===== src/rtl/rr_merge_ctrl.sv =====
// rr_merge_ctrl: P-way round-robin merge controller for 4-phase bundled-data
// channels. One requester at a time is granted. Its data is latched, and the
// full handshake is sequenced on both the requester side and the shared
// consumer side.
//
// Ports
//   clk   in   1     clock, all state updates on the rising edge
//   rst   in   1     asynchronous reset, active-high
//   r_i   in   P     request per requester (4-phase)
//   a_i   out  P     acknowledge per requester (one-hot or zero)
//   d_i   in   P*N   data, requester k at d_i[k*N +: N]
//   r_o   out  1     request to the shared consumer
//   a_o   in   1     acknowledge from the shared consumer
//   d_o   out  N     latched data of the granted requester
//   g_o   out  GW    index of the current or last granted requester
//   busy  out  1     high in any state other than IDLE
module rr_merge_ctrl #(
  parameter  int unsigned N  = 8,
  parameter  int unsigned P  = 4,
  localparam int unsigned GW = $clog2(P)
) (
  input  logic            clk,
  input  logic            rst,
  input  logic [P-1:0]    r_i,
  output logic [P-1:0]    a_i,
  input  logic [P*N-1:0]  d_i,
  output logic            r_o,
  input  logic            a_o,
  output logic [N-1:0]    d_o,
  output logic [GW-1:0]   g_o,
  output logic            busy
);

  typedef enum logic [1:0] {
    S_IDLE = 2'd0,
    S_REQ  = 2'd1,
    S_HOLD = 2'd2,
    S_RTZ  = 2'd3
  } state_e;

  state_e          state_q, state_d;
  logic [GW-1:0]   ptr_q,   ptr_d;
  logic [GW-1:0]   g_q,     g_d;
  logic [N-1:0]    dat_q,   dat_d;

  logic [N-1:0]    d_arr [P];
  logic [GW-1:0]   win;
  logic            win_vld;

  // Split the flat data bus into one word per requester.
  for (genvar k = 0; k < P; k++) begin : g_split
    assign d_arr[k] = d_i[k*N +: N];
  end

  // Round-robin search. It starts one past the last winner and wraps at P-1.
  // A modulo is used so that a non-power-of-two P never selects an index >= P.
  always_comb begin
    int unsigned cand;
    win     = '0;
    win_vld = 1'b0;
    cand    = 0;
    for (int unsigned i = 1; i <= P; i++) begin
      cand = (32'(ptr_q) + i) % P;
      if (!win_vld && r_i[GW'(cand)]) begin
        win     = GW'(cand);
        win_vld = 1'b1;
      end
    end
  end

  // State register and the grant, pointer and data registers.
  always_ff @(posedge clk or posedge rst) begin
    if (rst) begin
      state_q <= S_IDLE;
      ptr_q   <= GW'(P - 1);
      g_q     <= '0;
      dat_q   <= '0;
    end else begin
      state_q <= state_d;
      ptr_q   <= ptr_d;
      g_q     <= g_d;
      dat_q   <= dat_d;
    end
  end

  // Next-state logic. The pointer advances only once the consumer has
  // returned to zero, so the whole transfer completes before rotation.
  always_comb begin
    state_d = state_q;
    ptr_d   = ptr_q;
    g_d     = g_q;
    dat_d   = dat_q;
    unique case (state_q)
      S_IDLE: begin
        // A stale consumer ack blocks new grants until it drops.
        if (win_vld && !a_o) begin
          g_d     = win;
          dat_d   = d_arr[win];
          state_d = S_REQ;
        end
      end
      S_REQ: begin
        // A requester that withdraws early is ignored here. The consumer
        // handshake still completes, and HOLD then exits straight away.
        if (a_o) state_d = S_HOLD;
      end
      S_HOLD: begin
        if (!r_i[g_q]) state_d = S_RTZ;
      end
      S_RTZ: begin
        if (!a_o) begin
          ptr_d   = g_q;
          state_d = S_IDLE;
        end
      end
      default: state_d = S_IDLE;
    endcase
  end

  // Moore outputs, decoded only from registered state.
  always_comb begin
    r_o  = 1'b0;
    a_i  = '0;
    busy = (state_q != S_IDLE);
    d_o  = dat_q;
    g_o  = g_q;
    unique case (state_q)
      S_REQ:   r_o = 1'b1;
      S_HOLD: begin
        r_o      = 1'b1;
        a_i[g_q] = 1'b1;
      end
      S_RTZ:   a_i[g_q] = 1'b1;
      default: ;
    endcase
  end

endmodule

===== config.mk =====
export PLATFORM = sky130hd
export DESIGN_NAME = rr_merge_ctrl
export DESIGN_NICKNAME = d
export VERILOG_FILES = /design/src/rtl/rr_merge_ctrl.sv
export SDC_FILE = /design/constraint.sdc
export NUM_CORES = 1
export LEC_CHECK = 0
export BUFFER_PORTS_ARGS = -buffer_cell sky130_fd_sc_hd__buf_2
export CAP_MARGIN = 20
export CORE_MARGIN = 5
export CORE_UTILIZATION = 48
export DETAILED_ROUTE_END_ITERATION = 8
export PLACE_DENSITY_LB_ADDON = 0.3
export SYNTH_ARGS = -nofsm -noshare
export SYNTH_HDL_FRONTEND = slang
export SYNTH_SLANG_ARGS = --single-unit

===== constraint.sdc =====
create_clock -name clk -period 3.75 [get_ports clk]
set_clock_uncertainty 0.1 [all_clocks]
set_input_delay 0.75 -clock clk [delete_from_list [all_inputs] [get_ports clk]]
set_output_delay 0.75 -clock clk [all_outputs]
set_load 0.02 [all_outputs]

=== Word level (Yosys, flattened, before mapping) ===
Cells that the tools add are included.

* Add/sub/neg operators: 4
* Order comparisons: 7
* Equality and inequality tests: 7
* Multiplexer cells: 30
* Bitwise logic cells: 2
* Reductions and logical operators: 16

{| class="wikitable"
|+ Operators with widths
! operator !! number
|-
| 8-bit binary-select mux with 2-bit select || 1
|-
| 2-bit two-way mux || 8
|-
| 8-bit two-way mux || 2
|-
| 2-bit by 3-bit less-than comparator with 1-bit output (second input constant) || 5
|-
| 1-bit two-way mux || 11
|-
| 1-bit binary-select mux with 2-bit select || 5
|-
| 2-bit != test (second input constant) || 4
|-
| 2-bit case mux with 4 select lines || 1
|-
| 1-bit logical AND || 5
|-
| 2-bit by 1-bit adder with 2-bit output (second input constant) || 2
|-
| 2-bit adder (second input constant) || 2
|-
| 2-bit equality test (second input constant) || 2
|-
| 1-bit zero test || 4
|-
| 4-bit two-way mux || 1
|-
| 2-bit AND reduction || 2
|-
| 4-bit AND reduction || 1
|-
| 2-bit OR reduction || 2
|-
| 3-bit greater-or-equal comparator (second input constant) || 1
|-
| 2-bit NOT with 3-bit output || 1
|-
| 1-bit demux with 2-bit select || 1
|-
| 2-bit by 1-bit equality test with 1-bit output (second input constant) || 1
|-
| 2-bit by 1-bit greater-or-equal comparator with 1-bit output (second input constant) || 1
|-
| 2-bit zero test || 1
|-
| 2-bit nonzero test || 1
|-
| 1-bit NOT || 1
|}

* Register bits after elaboration: 14
* Input port bits: 39
* Output and inout port bits: 16
* Logic and storage cells: 70

=== Longest topological paths before layout ===
* Depth in word-level cells: 17
* Gate-level depth with buffers: 8

=== Worst setup path after synthesis ===
Ideal clock, no wire load.

* Path kind: register to register
* Start point: register state_q[0]
* End point: register dat_q[0] (netlist: d_o[0])
* Setup time: 0.086 ns
* Arrival: 1.923 ns
* Data required time: 3.564 ns
* Setup slack: 1.642 ns
* Cell stages (with the launch flop): 9
* Buffers on the path: 2
* Cell sequence: dfrtp_1 > inv_1 > ha_1 > inv_1 > or3_1 > buf_6 > or3_4 > buf_6 > o221ai_2

* Cells in the longest elaborated chain, start to end: 2

{| class="wikitable"
|+ RTL lines
! item !! line !! source
|-
| start: declaration || 41 || <nowiki>state_e state_q, state_d;</nowiki>
|-
| start signal: assignment || 79 || <nowiki>state_q <= state_d;</nowiki>
|-
| 2-bit zero test || 93 || <nowiki>unique case (state_q)</nowiki>
|-
| 2-bit AND reduction (no source line) || - ||
|-
| end signal: assignment || 82 || <nowiki>dat_q <= dat_d;</nowiki>
|-
| end: declaration || 44 || <nowiki>logic [N-1:0] dat_q, dat_d;</nowiki>
|}

No other way between the ends.
A chain may end at the register's enable or synchronous reset.

=== Final worst setup path ===
* Start point: register state_q[0]
* End point: output a_i[3]

* Cells in the longest elaborated chain, start to end: 3

{| class="wikitable"
|+ RTL lines
! item !! line !! source
|-
| 2-bit equality test || 127 || <nowiki>unique case (state_q)</nowiki>
|-
| 2-bit OR reduction (no source line) * || - ||
|-
| 4-bit two-way mux * || - ||
|-
| end: declaration || 25 || <nowiki>output logic [P-1:0] a_i,</nowiki>
|}

Mark *: on every way between the ends. The rest lies on a longest branch, timed or not.

==> results.yml <==
floorplanning:
  core_area_mm2: 0.00200
  ioPinCount: 55
  rows: 16
  dieArea_mm2: 0.00318
  die_w_um: 56.4
  fp.dieH_um: 56.4
  initial_core_util_pct: 51.6
clocking:
  clock_sinks: 14
  clockBufferDepth: 2
  clk-insertion-delay-late_ns: 0.28
  cts_buffers: 3
  cts.repair.resized: 0
  holdBufCountCts: 0
  htree_levels: 1
  cts_setup_buffers: 0
  cts-root-buf: "clkbuf_4"
  clk_pin_slew_ns: 0.08
  cts_tree: "yes"
yosys:
  yosysSeqAreaShare_pct: 34.1
  ys_seq_elements: 14
  synth_edf_count: 0
  syn-num-nets: 141
  ys.flop_type: "dfrtp_1"
  ys_warn_count: 0
  synth_top_area_share_pct: 29.1
  synth.avg_cell_area_um2: 10.7
  async_reset_ff_share_pct: 100
  synthTopCellsByArea: "dfrtp_1 (29%), mux2i_1 (17%), o221ai_2 (12%), ha_1 (6.1%), dfstp_2 (5.1%)"
  synth.lib_cells_used.distinct: 27
  syn_inst: 97
  yosysTopAreaCell: "dfrtp_1"
  netlist_area_mm2: 0.00103
final_layout:
  final_area_mm2: 0.00136
  layout_commonest_cell: "buf_2"
  nets: 197
  final_cell_mix: "buf_2 (54), mux2i_1 (18), nand2_1 (13)"
  syn_to_final_growth_pct: 31.1
  instances_no_fill: 179
  drive_gt1_share_pct: 50.0
  insertedDiodeCount: 0
  post-route-util_pct: 67.7
drt:
  drt_iter0_drc: 9
  wire_per_inst_um: 15.2
  drt_wl_total_um: 2730
  vias: 966
  drc: 0
  ant_nets: 0
  via_per_inst: 5.40
  drtPass1Iterations: 4
grt:
  grt_pass1_vias: 1055
  antenna_found_initial: 0
  track_usage_pct: 18.2
  grt_pass1_wl_um: 4630
  grt_overflow: 0
  grt_max_degree: 18
sta:
  slew_headroom_pct: 60.2
  min_period_over_period_pct: 62.4
  period_needed_ns: 2.34
  rsz0062_at_grt: "no"
  worst_slack_ns: 1.41
  hold_slack_ns: 0.399
  setup_viol: 0
  setup_tns_ns: 0
  clock.fmax_mhz: 427
  slew_viol_final: 0
  hold_viol: 0
  worst_pin_slew_ns: 0.597
placement:
  dp_cells: 175
  dpl_cell_area_mm2: 0.00132
  gp_congestion: 0.824
  port_buffers: 54
  detailedPlace.worstSlack_ns: 1.37
setup_path:
  cp.arrival_ns: 1.49
  cp.required_ns: 2.90
  crit_fanout: 4
  crit_path_end_kind: "output pin"
  start_kind: "register"
  crit_type: "reg2out"
run:
  drv_cap: 0
power_and_ir_drop:
  power_frac_seq_pct: 28.8
  netSwitchingPower_uw: 484
  p_comb_share_pct: 60.8
  switching_share_pct: 46.6
  internal_power_uw: 554
  powerDensity_mw_per_mm2: 767
  max-vdd-ir-drop_uv: 570
  clkPwrFrac_pct: 10.4
  p_total_mw: 1.04
  p_leak_nw: 0.709
outcome:
  run_status: "completed"
hold_path:
  holdCritPathClass: "in2async"
[critical path, cell delays in order (launching register included)]
cell     delay [ns]
dfrtp_1        0.40
inv_1          0.11
ha_1           0.25
o21ai_0        0.24
nor2_1         0.06
buf_2          0.16
[cell usage after synthesis (2+ instances only)]
| cell type | number |
|---|---|
| mux2i_1 | 18 |
| nand2_1 | 13 |
| dfrtp_1 | 12 |
| o221ai_2 | 8 |
| inv_1 | 6 |
| ha_1 | 5 |
| nor2_1 | 5 |
| mux2_2 | 3 |
| nand2b_1 | 3 |
| nor3_1 | 3 |
| buf_2 | 2 |
| buf_6 | 2 |
| dfstp_2 | 2 |
| o21ai_0 | 2 |
[area by class of cell]
cell class / instances / area (um2)
clock buffer: 4 / 36.3
sequential: 14 / 353
inverter: 6 / 22.5
timing repair buffer: 55 / 278
multi-input combinational: 73 / 632
tap: 27 / 33.8
fill: 187 / 647
[path summary, 6_finish.rpt]
| path | endpoint | cells after the start | from | slack (ns) |
|---|---|---|---|---|
| min in group clk | d_o[3] | 2 | d_o[3] | 0.40 |
| setup reg to reg | d_o[6] | 6 | state_q[0] | 1.52 |
| hold / removal | d_o[0] | 2 | rst | 0.40 |
| setup / recovery | a_i[3] | 5 | state_q[0] | 1.41 |
| hold reg to reg | d_o[3] | 2 | d_o[3] | 0.40 |
| max in group asynchronous | ptr_q[1] | 2 | rst | 2.79 |
[per-layer routing]
layer | wire length [um] | global-route usage, %
met1 | 1060 | 19.4
met4 | 23 | 6.44
met2 | 1490 | 34.6
met3 | 151 | 3.90
met5 | 0 | 0
[cell families after synthesis]
kind of cell    share of synthesized area, %
simple gates                            12.8
mux                                     23.2
compound gates                          18.4
flops                                   34.1
buf+inv                                 5.33
fa+ha+maj                               6.05
[power by group through the flow]
stage,clock network [mW],logic [mW],registers [mW]
after detailed placement,0,0.639,0.301
after CTS,0.112,0.640,0.300
after global placement,0,0.612,0.295
after floorplan,0,0.411,0.347
after global routing,0.118,0.683,0.310
final,0.108,0.631,0.299
[registers in the layout (all words and copies together) (netlist names)]
signal and cells:
d_o 8, g_o 2, ptr_q 2, state_q 2
Note: power is estimated with default switching activity, not from simulation.
